**src/rtl/frequency_meter_pkg.sv**
```systemverilog
// Shared definitions for the frequency meter.
// Contents:
//   fm_state_e  - FSM state encoding (idle, measuring, reporting)
//   gate_width  - width of the gate counter for a given window length
package frequency_meter_pkg;

    typedef enum logic [1:0] {
        ST_IDLE    = 2'd0,
        ST_MEASURE = 2'd1,
        ST_REPORT  = 2'd2
    } fm_state_e;

    // Bits needed to hold 0 .. gate_cycles-1; never less than one bit.
    function automatic int gate_width(input int gate_cycles);
        if (gate_cycles <= 2) begin
            return 1;
        end else begin
            return $clog2(gate_cycles);
        end
    endfunction

endpackage

```
**src/rtl/sync_edge_detect.sv**
```systemverilog
// Two-flop synchronizer plus history flop with rising-edge detect.
// Reusable for any slow asynchronous input (buttons, switches, test clocks).
// Ports:
//   clk  - sampling clock
//   rst  - asynchronous active-high reset
//   din  - asynchronous input
//   rise - one-cycle pulse, high when the synchronized input went 0 -> 1
module sync_edge_detect (
    input  logic clk,
    input  logic rst,
    input  logic din,
    output logic rise
);

    logic s1_r;
    logic s2_r;
    logic s3_r;

    // Synchronizer chain (s1, s2) followed by the history flop s3.
    always_ff @(posedge clk or posedge rst) begin
        if (rst) begin
            s1_r <= 1'b0;
            s2_r <= 1'b0;
            s3_r <= 1'b0;
        end else begin
            s1_r <= din;
            s2_r <= s1_r;
            s3_r <= s2_r;
        end
    end

    assign rise = s2_r & ~s3_r;

endmodule

```
**src/rtl/frequency_meter.sv**
```systemverilog
// Frequency meter: counts rising edges of an asynchronous input over a
// window of GATE_CYCLES clk cycles and publishes the result.
// Parameters:
//   GATE_CYCLES - window length in clk cycles (>= 2)
//   CNT_WIDTH   - width of the edge counter and of count
// Ports:
//   clk         - board clock
//   rst         - asynchronous active-high reset
//   enable      - 1 = measure continuously, 0 = stop
//   sig_in      - asynchronous signal under measurement
//   count       - edges counted in the last completed window
//   count_valid - one-cycle pulse when count/overflow update
//   overflow    - last completed window saturated the edge counter
//   busy        - high while a window is being measured
module frequency_meter
    import frequency_meter_pkg::*;
#(
    parameter int GATE_CYCLES = 1000000,
    parameter int CNT_WIDTH   = 24
) (
    input  logic                 clk,
    input  logic                 rst,
    input  logic                 enable,
    input  logic                 sig_in,
    output logic [CNT_WIDTH-1:0] count,
    output logic                 count_valid,
    output logic                 overflow,
    output logic                 busy
);

    localparam int GW = gate_width(GATE_CYCLES);
    localparam logic [GW-1:0]        GATE_LAST = GW'(GATE_CYCLES - 1);
    localparam logic [GW-1:0]        GATE_ONE  = GW'(1);
    localparam logic [CNT_WIDTH-1:0] CNT_MAX   = {CNT_WIDTH{1'b1}};
    localparam logic [CNT_WIDTH-1:0] CNT_ONE   = CNT_WIDTH'(1);

    fm_state_e              state_r;
    fm_state_e              next_state_s;
    logic                   clear_s;
    logic                   run_s;
    logic                   load_s;
    logic                   rise_s;
    logic [GW-1:0]          gate_r;
    logic [CNT_WIDTH-1:0]   edge_r;
    logic                   ovf_r;
    logic [CNT_WIDTH-1:0]   edge_next_s;
    logic                   ovf_next_s;
    logic [CNT_WIDTH-1:0]   count_r;
    logic                   count_valid_r;
    logic                   overflow_r;
    logic                   busy_r;

    sync_edge_detect u_sync (
        .clk  (clk),
        .rst  (rst),
        .din  (sig_in),
        .rise (rise_s)
    );

    // FSM state register.
    always_ff @(posedge clk or posedge rst) begin
        if (rst) begin
            state_r <= ST_IDLE;
        end else begin
            state_r <= next_state_s;
        end
    end

    // Next-state and datapath control strobes.
    always_comb begin
        next_state_s = state_r;
        clear_s      = 1'b0;
        run_s        = 1'b0;
        load_s       = 1'b0;
        case (state_r)
            ST_IDLE: begin
                if (enable) begin
                    clear_s      = 1'b1;
                    next_state_s = ST_MEASURE;
                end else begin
                    next_state_s = ST_IDLE;
                end
            end
            ST_MEASURE: begin
                // Abort wins over window end: a dropped enable never reports.
                if (!enable) begin
                    next_state_s = ST_IDLE;
                end else begin
                    run_s = 1'b1;
                    if (gate_r == GATE_LAST) begin
                        load_s       = 1'b1;
                        next_state_s = ST_REPORT;
                    end else begin
                        next_state_s = ST_MEASURE;
                    end
                end
            end
            ST_REPORT: begin
                // Clearing here also drops any edge seen in this cycle.
                clear_s = 1'b1;
                if (enable) begin
                    next_state_s = ST_MEASURE;
                end else begin
                    next_state_s = ST_IDLE;
                end
            end
            default: begin
                next_state_s = ST_IDLE;
            end
        endcase
    end

    // Saturating edge increment; overflow marks an edge lost at full scale.
    always_comb begin
        edge_next_s = edge_r;
        ovf_next_s  = ovf_r;
        if (rise_s) begin
            if (edge_r == CNT_MAX) begin
                ovf_next_s = 1'b1;
            end else begin
                edge_next_s = edge_r + CNT_ONE;
            end
        end else begin
            edge_next_s = edge_r;
        end
    end

    // Gate counter, edge counter and sticky overflow flag.
    always_ff @(posedge clk or posedge rst) begin
        if (rst) begin
            gate_r <= {GW{1'b0}};
            edge_r <= {CNT_WIDTH{1'b0}};
            ovf_r  <= 1'b0;
        end else if (clear_s) begin
            gate_r <= {GW{1'b0}};
            edge_r <= {CNT_WIDTH{1'b0}};
            ovf_r  <= 1'b0;
        end else if (run_s) begin
            gate_r <= gate_r + GATE_ONE;
            edge_r <= edge_next_s;
            ovf_r  <= ovf_next_s;
        end else begin
            gate_r <= gate_r;
            edge_r <= edge_r;
            ovf_r  <= ovf_r;
        end
    end

    // Result registers load on the last measure cycle, including that
    // cycle's edge, so they and the valid pulse appear during REPORT.
    always_ff @(posedge clk or posedge rst) begin
        if (rst) begin
            count_r       <= {CNT_WIDTH{1'b0}};
            overflow_r    <= 1'b0;
            count_valid_r <= 1'b0;
        end else begin
            count_valid_r <= load_s;
            if (load_s) begin
                count_r    <= edge_next_s;
                overflow_r <= ovf_next_s;
            end else begin
                count_r    <= count_r;
                overflow_r <= overflow_r;
            end
        end
    end

    // Registered busy flag, high exactly during MEASURE cycles.
    always_ff @(posedge clk or posedge rst) begin
        if (rst) begin
            busy_r <= 1'b0;
        end else begin
            busy_r <= (next_state_s == ST_MEASURE);
        end
    end

    assign count       = count_r;
    assign count_valid = count_valid_r;
    assign overflow    = overflow_r;
    assign busy        = busy_r;

endmodule

```
**config.mk**
```make
export PLATFORM = sky130hd
export DESIGN_NAME = frequency_meter
export DESIGN_NICKNAME = d
export VERILOG_FILES = /design/src/rtl/frequency_meter_pkg.sv /design/src/rtl/sync_edge_detect.sv /design/src/rtl/frequency_meter.sv
export SDC_FILE = /design/constraint.sdc
export NUM_CORES = 1
export LEC_CHECK = 0
export ABC_AREA = 1
export CAP_MARGIN = 15
export CORE_MARGIN = 4
export CORE_UTILIZATION = 30
export DETAILED_ROUTE_END_ITERATION = 7
export SYNTH_ARGS = -nofsm -noshare
export SYNTH_HDL_FRONTEND = slang
export SYNTH_SLANG_ARGS = --single-unit
```
**constraint.sdc**
```tcl
create_clock -name clk -period 3 [get_ports clk]
set_clock_uncertainty 0.2 [all_clocks]
set_input_delay 0.75 -clock clk [delete_from_list [all_inputs] [get_ports clk]]
set_output_delay 0.75 -clock clk [all_outputs]
set_load 0.01 [all_outputs]
```
==> results.ini <==
[outcome]
outcome = finished, final reports clean

[hold_path]
whs_path_depth = 0
hold_start = u_sync.s1_r
hold_end = u_sync.s2_r
hold_path_class = reg -> reg

[cells_and_area]
diodes = 0
area_growth_syn_to_layout_pct = 20.9
multi_input_area_um2 = 1960
fin_area_um2 = 5060
final_util = 0.376
fillCellCount = 1448
finalNetCount = 631
seqCellArea_um2 = 1930
drive_gt1_frac = 0.0825

[die]
num_rows = 42
dieWidth_um = 126
ioPinCount = 31
core_um2 = 13500
die_h_um = 126
fp.dieArea_um2 = 15900
start_util = 0.311

[pwr]
p_total_mw = 2.41
power_density_nw_per_um2 = 476
seqPwrFrac = 0.450
intPower_mw = 1.84
p_leak_nw = 2.45
ir_drop_mv = 0.261
p_sw_frac = 0.238
pwr-share-clk = 0.494
p_comb_frac = 0.056
p_switching_mw = 0.575

[logic_synthesis]
syn_area_per_cell_um2 = 7.11
synth-edff-count = 0
ys_ff_latch = 77
synth_fp_nets = 595
yosysMostFrequentCell = nand2_1
synth_common_cells = 254 x nand2_1, 77 x dfrtp_1, 54 x inv_1
yosys_most_used_dff = dfrtp_1
async_reset_ff_frac = 1.00
synth_area_leaders = dfrtp_1 46%, nand2_1 23%, nand3_1 5.4%
ys_seq_area_frac = 0.460
netlist.area_leader.share = 0.460
synth_area_um2 = 4190
yosys.cell_types.count = 31
ys_warn_count = 0
synth_top_cell_by_area = dfrtp_1
synthCells = 589

[job]
maxCapViolCount = 0

[setup_path]
rr_startpoint = edge_r[0]
critPathMaxFanout = 14
crit_arrival_ps = 2380
cp_cell_sequence = clkdlybuf4s50_1 > nand2_1 > nand2_2 > nand3_1 > nor3_1 > and3_1 > nor3_1
max_stage_delay_ps = 510
crit_path_end_kind = flip-flop
worstRegToRegCells = 10
critPathSlowestCell = clkdlybuf4s50_1
worstPathRequired_ps = 3020
rrSetupSlack_ps = 920
rr_endpoint = count[0]
crit_path_frequent_cell = nor3_1
cp-start-kind = input port
crit_type = in -> reg

[route]
viasPerCell = 4.60
wirelength_mm = 9.84
ant_nets = 0
avgRoutedWirePerCell_um = 12.2
drc_errors = 0
drt_iter0_drc = 160
vias = 3704
dr.pass1.iters = 4

[clocking]
cts_resized = 0
cts_root_buf = clkbuf_16
insertion_delay_ps = 350
htree_levels = 3
post_cts_buffers = 0
cts-buffers-inserted = 9
postCtsHoldBufs = 0
clk_pin_slew_ps = 60
cts_tree = done
cts_sinks = 77
clock_path_buffers = 2

[placed_design]
io_buffers = 30
dp_hpwl_mm = 7.00
placed_area_um2 = 4740
gp_congestion = 0.901

[sta]
final.setup.tns_ps = 0
period_needed_ps = 2360
finalMaxSlewViolations = 0
slew_headroom = 0.578
worstMarginPinSlew_ps = 632
whs_ps = 148
hold_viol_final = 0
fmax_mhz = 424
setup_viol = 0
rsz0062_at_grt = false
post-route-period-util = 0.785

[global_routing]
grt_pass1_wl_mm = 17.3
antenna_found_initial = 0
grtUsageTotal = 0.132
grt_pass1_vias = 3638
grt_overflow_total = 0
grt_max_degree = 36

==> registers in the layout (all words and copies together) (netlist names) <==
register / flops
busy: 1
ovf_r: 1
gate_r: 20
state_r: 2
u_sync.s2_r: 1
u_sync.s3_r: 1
overflow: 1
count_valid: 1
u_sync.s1_r: 1
edge_r: 24
count: 24
==> per-stage QoR <==
stage	worst slack, ps	instances
3_3_place_gp	321	790
5_1_grt	462	806
3_5_place_dp	298	790
6_report	644	806
2_1_floorplan	83.3	589
4_1_cts	667	806
==> critical path: cells and delay by family <==
family                 cells  cell delay [ps]
buffers and inverters      1              510
and+or+nand+nor            6             1120
==> kinds of logic after synthesis <==
group | share of synthesized area
AO/OA/AOI/OAI | 0.0612
AND/OR/NAND/NOR | 0.384
adder cells (fa/ha/maj) | 0.00597
buffers and inverters | 0.0723
flip-flops | 0.460
XOR/XNOR | 0.0167
==> layout make-up <==
class                      count  area share
sequential                    77       0.381
timing repair buffer          39      0.0776
multi-input combinational    435       0.387
clock inverter                 7      0.0198
clock buffer                   9      0.0445
tap                          176      0.0435
inverter                      63      0.0470
==> power groups by stage <==
stage               Sequential, mW  Clock, mW  Combinational (mW)
finish                        1.09       1.19               0.135
global route                  1.09       1.26               0.155
CTS                           1.09       1.23               0.137
detailed placement            1.10          0               0.137
global placement              1.10          0               0.135
floorplan                     1.10          0              0.0910
==> placed cells by master (no fill, tap or decap), types with 8 or more instances in the layout <==
cell,n
inv_1,53
nand4_1,8
a21oi_1,14
nor2_1,37
o21ai_0,11
clkbuf_16,9
nand2_1,254
nand3_1,45
inv_2,9
dfrtp_1,77
nor3_1,13
o21ai_1,11
clkdlybuf4s50_1,30
==> per-layer routing <==
metal	part of all wire	track usage	vias to the layer above	wire [um]
li1	-	-	1921	-
met1	0.47	0.164	1724	4590
met2	0.47	0.218	46	4650
met3	0.041	0.0313	13	400
met4	0.020	0.0580	0	199
met5	0	0	-	0
==> worst max path at each step <==
| stage | from | to | cells past startpoint |
|---|---|---|---|
| after floorplan | rst | busy | 1 |
| after global placement | enable | gate_r[13] | 7 |
| after detailed placement | enable | gate_r[13] | 7 |
| after CTS | enable | gate_r[13] | 7 |
| after global routing | enable | gate_r[13] | 7 |
| final | enable | gate_r[13] | 7 |
No activity file was read; power rests on OpenSTA's default activity.
